--- src/rtl/multi_channel_pulse_shaper.sv ---
`default_nettype none
// ============================================================================
// Module   : multi_channel_pulse_shaper
// Purpose  : N_CH independent detector-input shapers. Each channel
//            synchronises its asynchronous input, detects rising edges, emits
//            a programmable-width pulse followed by a programmable dead time,
//            and counts edges lost while locked out or disarmed.
// Revision : 1.0 - initial multi-channel release
// ============================================================================
module multi_channel_pulse_shaper #(
    parameter int N_CH        = 4,
    parameter int CNT_W       = 8,
    parameter int SYNC_STAGES = 2,   // legal range 2..4
    parameter int DROP_W      = 16
) (
    input  logic                   clk,
    input  logic                   rst,
    input  logic                   enable,
    input  logic [CNT_W-1:0]       pulse_width,
    input  logic [CNT_W-1:0]       dead_time,
    input  logic                   drop_clr,
    input  logic [N_CH-1:0]        channel,
    output logic [N_CH-1:0]        pulse,
    output logic [N_CH-1:0]        busy,
    output logic [N_CH*DROP_W-1:0] drop_cnt
);

    typedef enum logic [1:0] {
        S_IDLE  = 2'd0,
        S_PULSE = 2'd1,
        S_DEAD  = 2'd2
    } state_t;

    localparam logic [CNT_W-1:0]  C_TMR_ONE  = CNT_W'(1);
    localparam logic [DROP_W-1:0] C_DROP_ONE = DROP_W'(1);
    localparam logic [DROP_W-1:0] C_DROP_MAX = '1;

    generate
        for (genvar gi = 0; gi < N_CH; gi++) begin : g_ch
            logic [SYNC_STAGES-1:0] r_sync;
            logic                   r_prev;
            logic                   w_sync_out;
            logic                   w_edge;
            logic                   w_drop;
            state_t                 r_state;
            state_t                 w_state_nxt;
            logic [CNT_W-1:0]       r_timer;
            logic [CNT_W-1:0]       w_timer_nxt;
            logic [CNT_W-1:0]       r_dead;
            logic [CNT_W-1:0]       w_dead_nxt;
            logic                   r_pulse;
            logic                   w_pulse_nxt;
            logic                   r_busy;
            logic                   w_busy_nxt;
            logic [DROP_W-1:0]      r_drop;

            assign w_sync_out = r_sync[SYNC_STAGES-1];
            assign w_edge     = w_sync_out & ~r_prev;
            // An edge is lost whenever the channel cannot accept it this cycle.
            assign w_drop     = w_edge & ~((r_state == S_IDLE) & enable);

            // Input synchroniser and edge history; reset to 1 so a level already
            // high when reset releases is not seen as an edge.
            always_ff @(posedge clk) begin
                if (rst) begin
                    r_sync <= '1;
                    r_prev <= 1'b1;
                end else begin
                    r_sync <= {r_sync[SYNC_STAGES-2:0], channel[gi]};
                    r_prev <= w_sync_out;
                end
            end

            // FSM state, timer, latched dead time and registered outputs.
            always_ff @(posedge clk) begin
                if (rst) begin
                    r_state <= S_IDLE;
                    r_timer <= '0;
                    r_dead  <= '0;
                    r_pulse <= 1'b0;
                    r_busy  <= 1'b0;
                end else begin
                    r_state <= w_state_nxt;
                    r_timer <= w_timer_nxt;
                    r_dead  <= w_dead_nxt;
                    r_pulse <= w_pulse_nxt;
                    r_busy  <= w_busy_nxt;
                end
            end

            // Next-state logic; width and dead time are captured only at trigger.
            always_comb begin
                w_state_nxt = r_state;
                w_timer_nxt = r_timer;
                w_dead_nxt  = r_dead;
                w_pulse_nxt = 1'b0;
                w_busy_nxt  = 1'b0;
                case (r_state)
                    S_IDLE: begin
                        if (enable && w_edge) begin
                            w_state_nxt = S_PULSE;
                            // A programmed width of 0 behaves as 1.
                            w_timer_nxt = (pulse_width == '0) ? '0 : (pulse_width - C_TMR_ONE);
                            w_dead_nxt  = dead_time;
                            w_pulse_nxt = 1'b1;
                            w_busy_nxt  = 1'b1;
                        end
                    end
                    S_PULSE: begin
                        if (r_timer == '0) begin
                            if (r_dead != '0) begin
                                w_state_nxt = S_DEAD;
                                w_timer_nxt = r_dead - C_TMR_ONE;
                                w_busy_nxt  = 1'b1;
                            end else begin
                                w_state_nxt = S_IDLE;
                            end
                        end else begin
                            w_timer_nxt = r_timer - C_TMR_ONE;
                            w_pulse_nxt = 1'b1;
                            w_busy_nxt  = 1'b1;
                        end
                    end
                    S_DEAD: begin
                        if (r_timer == '0) begin
                            w_state_nxt = S_IDLE;
                        end else begin
                            w_timer_nxt = r_timer - C_TMR_ONE;
                            w_busy_nxt  = 1'b1;
                        end
                    end
                    default: begin
                        w_state_nxt = S_IDLE;
                        w_timer_nxt = '0;
                    end
                endcase
                // Disarming aborts any pulse or lockout in progress.
                if (!enable) begin
                    w_state_nxt = S_IDLE;
                    w_timer_nxt = '0;
                    w_pulse_nxt = 1'b0;
                    w_busy_nxt  = 1'b0;
                end
            end

            // Saturating drop counter; a clear coincident with a drop leaves 1.
            always_ff @(posedge clk) begin
                if (rst) begin
                    r_drop <= '0;
                end else if (drop_clr) begin
                    r_drop <= w_drop ? C_DROP_ONE : '0;
                end else if (w_drop && (r_drop != C_DROP_MAX)) begin
                    r_drop <= r_drop + C_DROP_ONE;
                end
            end

            assign pulse[gi]                     = r_pulse;
            assign busy[gi]                      = r_busy;
            assign drop_cnt[gi*DROP_W +: DROP_W] = r_drop;
        end
    endgenerate

endmodule
`default_nettype wire
--- config.mk ---
export PLATFORM = sky130hd
export DESIGN_NAME = multi_channel_pulse_shaper
export DESIGN_NICKNAME = d
export VERILOG_FILES = /design/src/rtl/multi_channel_pulse_shaper.sv
export SDC_FILE = /design/constraint.sdc
export NUM_CORES = 1
export LEC_CHECK = 0
export BUFFER_PORTS_ARGS = -buffer_cell sky130_fd_sc_hd__buf_2
export CAP_MARGIN = 20
export CORE_MARGIN = 1.5
export CORE_UTILIZATION = 50
export CTS_BUF_LIST = sky130_fd_sc_hd__clkbuf_8 sky130_fd_sc_hd__clkbuf_16
export DETAILED_ROUTE_END_ITERATION = 16
export GPL_TIMING_DRIVEN = 0
export PLACE_DENSITY = 0.82
export SETUP_SLACK_MARGIN = 0.02
export SYNTH_ARGS = -nofsm -noshare
export SYNTH_HDL_FRONTEND = slang
export SYNTH_SLANG_ARGS = --single-unit
--- constraint.sdc ---
create_clock -name clk -period 2.4 [get_ports clk]
set_input_delay 0.12 -clock clk [delete_from_list [all_inputs] [get_ports clk]]
set_output_delay 0.12 -clock clk [all_outputs]
set_load 0.01 [all_outputs]
==> impl_results.md, run 1 <==
- Status: completed
- Period utilization: 96.93%
- EDFF count, synth: 0
- Sequential share of power: 45.1%
- Critical Path AT: 2640 ps
- Tmin final: 2326 ps
- Antenna-violating nets left: 0
- Number of global-route vias before repair: 7700
- Main synth FF type: dfxtp_1
- Post-synthesis cell count: 1047
- Largest net degree at the start of global routing: 17
- HPWL Detailed: 17.51 mm
- Critical-path cell list: or4_1 -> buf_4 -> or4_4 -> xnor2_1 -> mux2_1 -> a221o_1
- Worst Hold Slack: 14.22 ps
- Comb power frac: 6.8%
- Root Buffer: clkbuf_16
- Post-Syn Nets: 1089
- RSZ-0062 raised after global routing: no
- Xor/xnor cell area share of the yosys netlist: 5.594%
- Setup WS post-layout: 73.74 ps
- PnR Total Power: 0.005835 W
- Worst-Skew Late Latency: 430 ps
- Synth Area in Compound Gates: 22.06%
- Post-synthesis sequential area ratio: 35.62%
- Final setup vio count: 0
- Max frequency: 429.9 MHz
- Final clock skew: 9.027 ps
- Main combinational cell family by area after synthesis: simple AND/OR/NAND/NOR gates
- Internal cell power: 0.004409 W
- CTS tree: built
- P per Cell Area: 568.7 nW/um^2
- Synth top area share: 35.62%
- Antenna Cells: 0
- Async SR Flop Fraction: 0%
- Row count: 48
- Largest cells by area after synthesis: dfxtp_1 36%, a21oi_1 4.6%, nor2_1 4.3%
- Layout area overhead: 17.03%
- Die W: 135.4 um
- Final GP Congestion: 0.9334
- First-pass GRT wire length: 39.03 mm
- Wirelength per Cell: 17.39 um
- # port buffers: 95
- CTS sink count: 156
- Die height: 135.4 um
- Post-Syn Area: 8767 um^2
- Die footprint: 18340 um^2
- Worst slew pin tran: 952.4 ps
- # DRC: 0
- Final Hold Fails: 0
- Rel. slew slack: 36.02%
- Initial DRC count: 607
- Drt pass-1 iters: 6
- Sw Share: 24.44%
- WP buf/inv: 1
- Max IR drop VDD: 0.0006060 V
- Kind of critical path: reg2reg
- Vias: 8702
- Largest area contributor in the netlist: dfxtp_1
- Worst Path Required: 2720 ps
- Ports: 96
- Max-Cap Viols: 0
- Fin. max-slew vios: 0
- TritonCTS Buffers: 17
- Initial antenna violation count: 0
- Adder-cell share of the synthesized area: 2.569%
- Vias per cell: 6.211
- Tot GR Track Use: 26.63%
- Synth Area in Simple Gates: 26.10%
- Synthesized area per cell: 8.374 um^2
- Placement Setup Slack: 21.89 ps
- Initial core utilization: 50.86%
- Cell family with most CP delay: simple AND/OR/NAND/NOR gates
- Setup TNS Final: 0 ps
- Slowest library cell on the worst path: or4_1
- Clock transition at the registers of the reported paths: 70 ps
- WL final: 24.37 mm
- Clk pwr share: 48.1%
- H-Tree Depth: 4
- Count leader, synth: dfxtp_1
- FF+latch count, synth: 156
- Core Area: 17240 um^2
- Setup crit start kind: flop
- YS warnings: 0
- CP peak stage delay: 520 ps
- Layout Nets: 1205
- CP Max Fanout: 6
- Fraction of layout cells with a size suffix above 1: 16.75%
- Grt ovf: 0
- Clk buf depth: 2
- Hold WC Path Type: in2reg
- Commonest cells post-synth: 156 x dfxtp_1, 100 x nor2_1, 80 x a21oi_1
- Worst setup EP type: flop
- Post-synthesis mux area share: 4.025%
- Switch Pwr: 0.001426 W
- Yosys cell types: 80
- Lkg Pwr: 3.922 nW
-- power by group through the flow --
stage | Sequential (W) | Combinational (W) | Clock, W
final | 0.00263 | 0.000398 | 0.00281
after global routing | 0.00263 | 0.000427 | 0.00295
after CTS | 0.00263 | 0.000385 | 0.00284
after detailed placement | 0.00269 | 0.000375 | 0
after global placement | 0.00269 | 0.000371 | 0
after floorplan | 0.00268 | 0.000244 | 0
-- worst register-to-register path: cells and delay by family (launching register included) --
| family | cells | cell delay [ps] |
|---|---|---|
| AO/OA/AOI/OAI | 1 | 340 |
| flip-flops | 1 | 340 |
| AND/OR/NAND/NOR | 2 | 950 |
| XOR/XNOR | 1 | 140 |
| buffers and inverters | 1 | 170 |
| multiplexers | 1 | 290 |
-- state kept, by name, indices dropped and copies added (netlist names) --
signal and flops:
g_ch.r_busy 4, g_ch.r_pulse 4, g_ch.r_timer 32, g_ch.r_sync 8, g_ch.r_state 8, g_ch.r_dead 32, g_ch.r_drop 64, g_ch.r_prev 4
-- routing by layer --
| metal | track usage (%) | share of wire [%] | up-vias |
|---|---|---|---|
| li1 | - | - | 4161 |
| met1 | 36.42 | 44 | 4103 |
| met2 | 41.84 | 45 | 389 |
| met3 | 4.938 | 7.9 | 49 |
| met4 | 9.916 | 2.6 | 0 |
| met5 | 0 | 0 | - |
-- metrics by stage --
step	area (um^2)	instances	util, %
CTS	10190	1403	59.10
global route	10260	1401	59.52
detailed placement	9524	1367	55.26
finish	10260	1401	59.52
floorplan	8767	1047	-
global placement	9524	1367	55.26
-- worst paths after layout --
path         cells past startpoint  slack (ps)                         endpoint                            start
max reg2reg                      6          70  g_ch[3].r_timer[7]$_SDFFE_PP0P_  g_ch[3].r_timer[0]$_SDFFE_PP0P_
max                              6          70  g_ch[3].r_timer[7]$_SDFFE_PP0P_  g_ch[3].r_timer[0]$_SDFFE_PP0P_
min                              3          10   g_ch[2].r_dead[6]$_SDFFE_PP0P_                     dead_time[6]
min reg2reg                      1         410     g_ch[1].r_sync[1]$_SDFF_PP1_     g_ch[1].r_sync[0]$_SDFF_PP1_
-- cells by family after synthesis --
| group | count (synthesis) |
|---|---|
| and+or+nand+nor | 416 |
| AOI/OAI and AO/OA | 282 |
| DFF | 156 |
| xor gates and xnor gates | 56 |
| muxes | 35 |
| adders and majority gates | 18 |
| buffers and inverters | 84 |
-- cells in the final DEF, fill, tap and decap left out, types with 20 or more instances in the layout --
cell      synthesis  layout
o21ai_0          43      43
or4_1            27      26
mux2i_1          33      33
nor3_1           24      23
xnor2_1          36      36
a21oi_1          80      79
inv_1            33      33
dfxtp_1         156     154
buf_2             6     101
clkbuf_1         30      26
xor2_1           20      20
nand3_1          47      47
nand2_1          53      53
nor2_1          100      98
or3_1            23      23
-- what timing repair did --
| action | CTS | global route |
|---|---|---|
| hold endpoints to repair | 4 | 0 |
| setup buffers | 0 | 0 |
| hold buffers | 4 | 0 |
| gates resized for setup | 3 | 22 |
| setup endpoints to repair | 9 | 39 |
| pin swaps | 0 | 0 |
-- cell type report --
type / count / area [um^2]
Buffer: 46 / 215.2
Clock buffer: 17 / 425.4
Clock inverter: 15 / 186.4
Fill cell: 1513 / 6977
Inverter: 36 / 135.1
Multi-Input combinational cell: 807 / 5375
Sequential cell: 156 / 3126
Tap cell: 225 / 281.5
Timing Repair Buffer: 99 / 515.5
Note: power is estimated with default switching activity, not from simulation.
==> inputs of run 2 (changes only) <==
==> constraint.sdc (replaced) <==
create_clock -name clk -period 2.4 [get_ports clk]
set_input_delay 0.48 -clock clk [delete_from_list [all_inputs] [get_ports clk]]
set_output_delay 0.48 -clock clk [all_outputs]
set_load 0.01 [all_outputs]
==> run 2 against run 1 <==
Maximum frequency hardly changed. Non-clock buffer count is 4 lower. Clock skew is 0.51 ps higher. Die area stayed put. Combinational power is 1% lower. Sequential share of layout area is 0.12 points higher. Sequential power hardly changed. Worst setup slack hardly changed. Register-to-register slack hardly changed. Clock-buffer cell count stayed put. Critical path type unchanged. Critical path depth stayed put.
==> impl_results.md, run 2 (same netlist as run 1, synthesis figures left out) <==
- Final GP Congestion: 0.9334 (unchanged)
- Switch Pwr: 0.001430 W (was 0.001426 W)
- Rel. slew slack: 36.07% (was 36.02%)
- Die W: 135.4 um (unchanged)
- Initial core utilization: 50.86% (unchanged)
- Tmin final: 2326 ps (about the same)
- Largest Register: g_ch.r_drop (unchanged)
- Period utilization: 96.92% (was 96.93%)
- Final Hold Fails: 0 (unchanged)
- # port buffers: 95 (unchanged)
- Finished Layout Cells: 1397 (was 1401)
- Worst Path Required: 2720 ps (about the same)
- Final core area utilization: 59.30% (was 59.52%)
- TritonCTS Buffers: 17 (unchanged)
- Fin. max-slew vios: 0 (unchanged)
- Placed cell areas: 9524 um^2 (unchanged)
- Status: completed (unchanged)
- Critical Path AT: 2640 ps (about the same)
- Antenna Cells: 0 (unchanged)
- Worst Hold Slack: 259.8 ps (was 14.22 ps)
- Fillers: 1520 (was 1513)
- Root Buffer: clkbuf_16 (unchanged)
- Die height: 135.4 um (unchanged)
- Max IR drop VDD: 0.0006069 V (was 0.0006060 V)
- Clk pwr share: 48.2% (was 48.1%)
- Final clock skew: 9.534 ps (was 9.027 ps)
- Max frequency: 429.9 MHz (about the same)
- Grt ovf: 0 (unchanged)
- CTS sink count: 156 (unchanged)
- Max-Cap Viols: 0 (unchanged)
- Most frequent cells in the layout: 154 x dfxtp_1, 101 x buf_2, 98 x nor2_1, 79 x a21oi_1, 53 x nand2_1 (unchanged)
- Final setup vio count: 0 (unchanged)
- Fraction of layout cells with a size suffix above 1: 16.89% (was 16.75%)
- CTS tree: built (unchanged)
- Initial antenna violation count: 0 (unchanged)
- Setup WS post-layout: 73.89 ps (was 73.74 ps)
- Row count: 48 (unchanged)
- Placement Setup Slack: -268.5 ps (was 21.89 ps)
- Comb power frac: 6.7% (was 6.8%)
- RSZ-0062 raised after global routing: no (unchanged)
- HPWL Detailed: 17.51 mm (unchanged)
- Lkg Pwr: 3.908 nW (was 3.922 nW)
- Ports: 96 (unchanged)
- Die footprint: 18340 um^2 (unchanged)
- Drt pass-1 iters: 6 (unchanged)
- H-Tree Depth: 4 (unchanged)
- Tot GR Track Use: 26.58% (was 26.63%)
- Kind of critical path: reg2reg (unchanged)
- Commonest non-fill, non-tap cell in the layout: dfxtp_1 (unchanged)
- Fin area: 10220 um^2 (was 10260 um^2)
- Postcts setup bufs: 0 (unchanged)
- Worst-Skew Late Latency: 430 ps (about the same)
- Initial DRC count: 663 (was 607)
- Hold WC Path Type: in2reg (unchanged)
- Vias: 8693 (was 8702)
- Internal cell power: 0.004405 W (was 0.004409 W)
- Hold_buf cts: 0 (was 4)
- Top Registers: g_ch.r_drop: 64 flops, g_ch.r_dead: 32 flops, g_ch.r_timer: 32 flops (unchanged)
- Worst setup EP type: flop (unchanged)
- Sequential share of power: 45.1% (about the same)
- WL final: 24.36 mm (was 24.37 mm)
- Clock transition at the registers of the reported paths: 70 ps (about the same)
- Antenna-violating nets left: 0 (unchanged)
- Number of global-route vias before repair: 7683 (was 7700)
- Clk buf depth: 2 (unchanged)
- Layout Nets: 1201 (was 1205)
- CP Max Fanout: 6 (unchanged)
- Largest register FFs: 64 (unchanged)
- # DRC: 0 (unchanged)
- Sw Share: 24.51% (was 24.44%)
- Wirelength per Cell: 17.44 um (was 17.39 um)
- Largest net degree at the start of global routing: 17 (unchanged)
- Layout area overhead: 16.58% (was 17.03%)
- Setup crit start kind: flop (unchanged)
- Worst slew pin tran: 951.6 ps (was 952.4 ps)
- First-pass GRT wire length: 38.94 mm (was 39.03 mm)
- Vias per cell: 6.223 (was 6.211)
- Dpl cells: 1367 (unchanged)
- P per Cell Area: 570.9 nW/um^2 (was 568.7 nW/um^2)
- Core Area: 17240 um^2 (unchanged)
-- run 2: changes by cell type in the layout (fill, tap and decap cells not counted) --
cell	previous run	this run
clkbuf_1	26	25
dlygate4sd3_1	4	0
clkbuf_2	1	2
-- run 2: power by group through the flow --
stage               clock (W)  combinational [W]  sequential (W)
finish                0.00281           0.000393         0.00263
global route          0.00295           0.000422         0.00263
CTS                   0.00284           0.000380         0.00263
detailed placement          0           0.000375         0.00269
global placement            0           0.000371         0.00269
floorplan                   0           0.000244         0.00268
-- run 2: repair_timing --
| item | in CTS | in global routing |
|---|---|---|
| resized for setup | 3 | 24 |
| hold endpoints to repair | 0 | 0 |
| endpoints found under the setup margin | 9 | 41 |
-- run 2: final cells by class --
cell class,instances,area (um^2),share of cell area (%)
Multi-Input combinational cell,807,5375,52.59
Tap cell,225,281.5,2.754
Timing Repair Buffer,95,475.5,4.652
Clock buffer,17,425.4,4.162
Clock inverter,15,186.4,1.824
Inverter,36,135.1,1.322
Buffer,46,216.5,2.118
Sequential cell,156,3126,30.58
-- run 2: path summary, 6_finish.rpt --
check | cells past startpoint | startpoint | to | slack [ps]
min | 2 | channel[1] | g_ch[1].r_sync[0]$_SDFF_PP1_ | 260
max | 6 | g_ch[3].r_timer[0]$_SDFFE_PP0P_ | g_ch[3].r_timer[7]$_SDFFE_PP0P_ | 70
min reg2reg | 1 | g_ch[1].r_sync[0]$_SDFF_PP1_ | g_ch[1].r_sync[1]$_SDFF_PP1_ | 410
max reg2reg | 6 | g_ch[3].r_timer[0]$_SDFFE_PP0P_ | g_ch[3].r_timer[7]$_SDFFE_PP0P_ | 70
-- run 2: critical path, cell delays in order, from the launching register on --
cell     delay, ps
dfxtp_2        340
or4_1          520
buf_4          170
or4_4          430
xnor2_1        130
mux2_1         290
a221o_1        340
-- run 2: layer usage --
metal / vias to the layer above / wire [um] / track usage, %
li1: 4158 / - / -
met1: 4076 / 10780 / 36.52
met2: 402 / 10970 / 41.52
met3: 57 / 1933 / 4.938
met4: 0 / 671 / 9.916
met5: - / 0 / 0
-- run 2: stage by stage --
stage	power, W	TNS [ps]
after floorplan	0.002926	0
after global placement	0.003057	-2295
after detailed placement	0.003061	-3561
after CTS	0.005848	0
after global routing	0.006003	0
final	0.005835	0
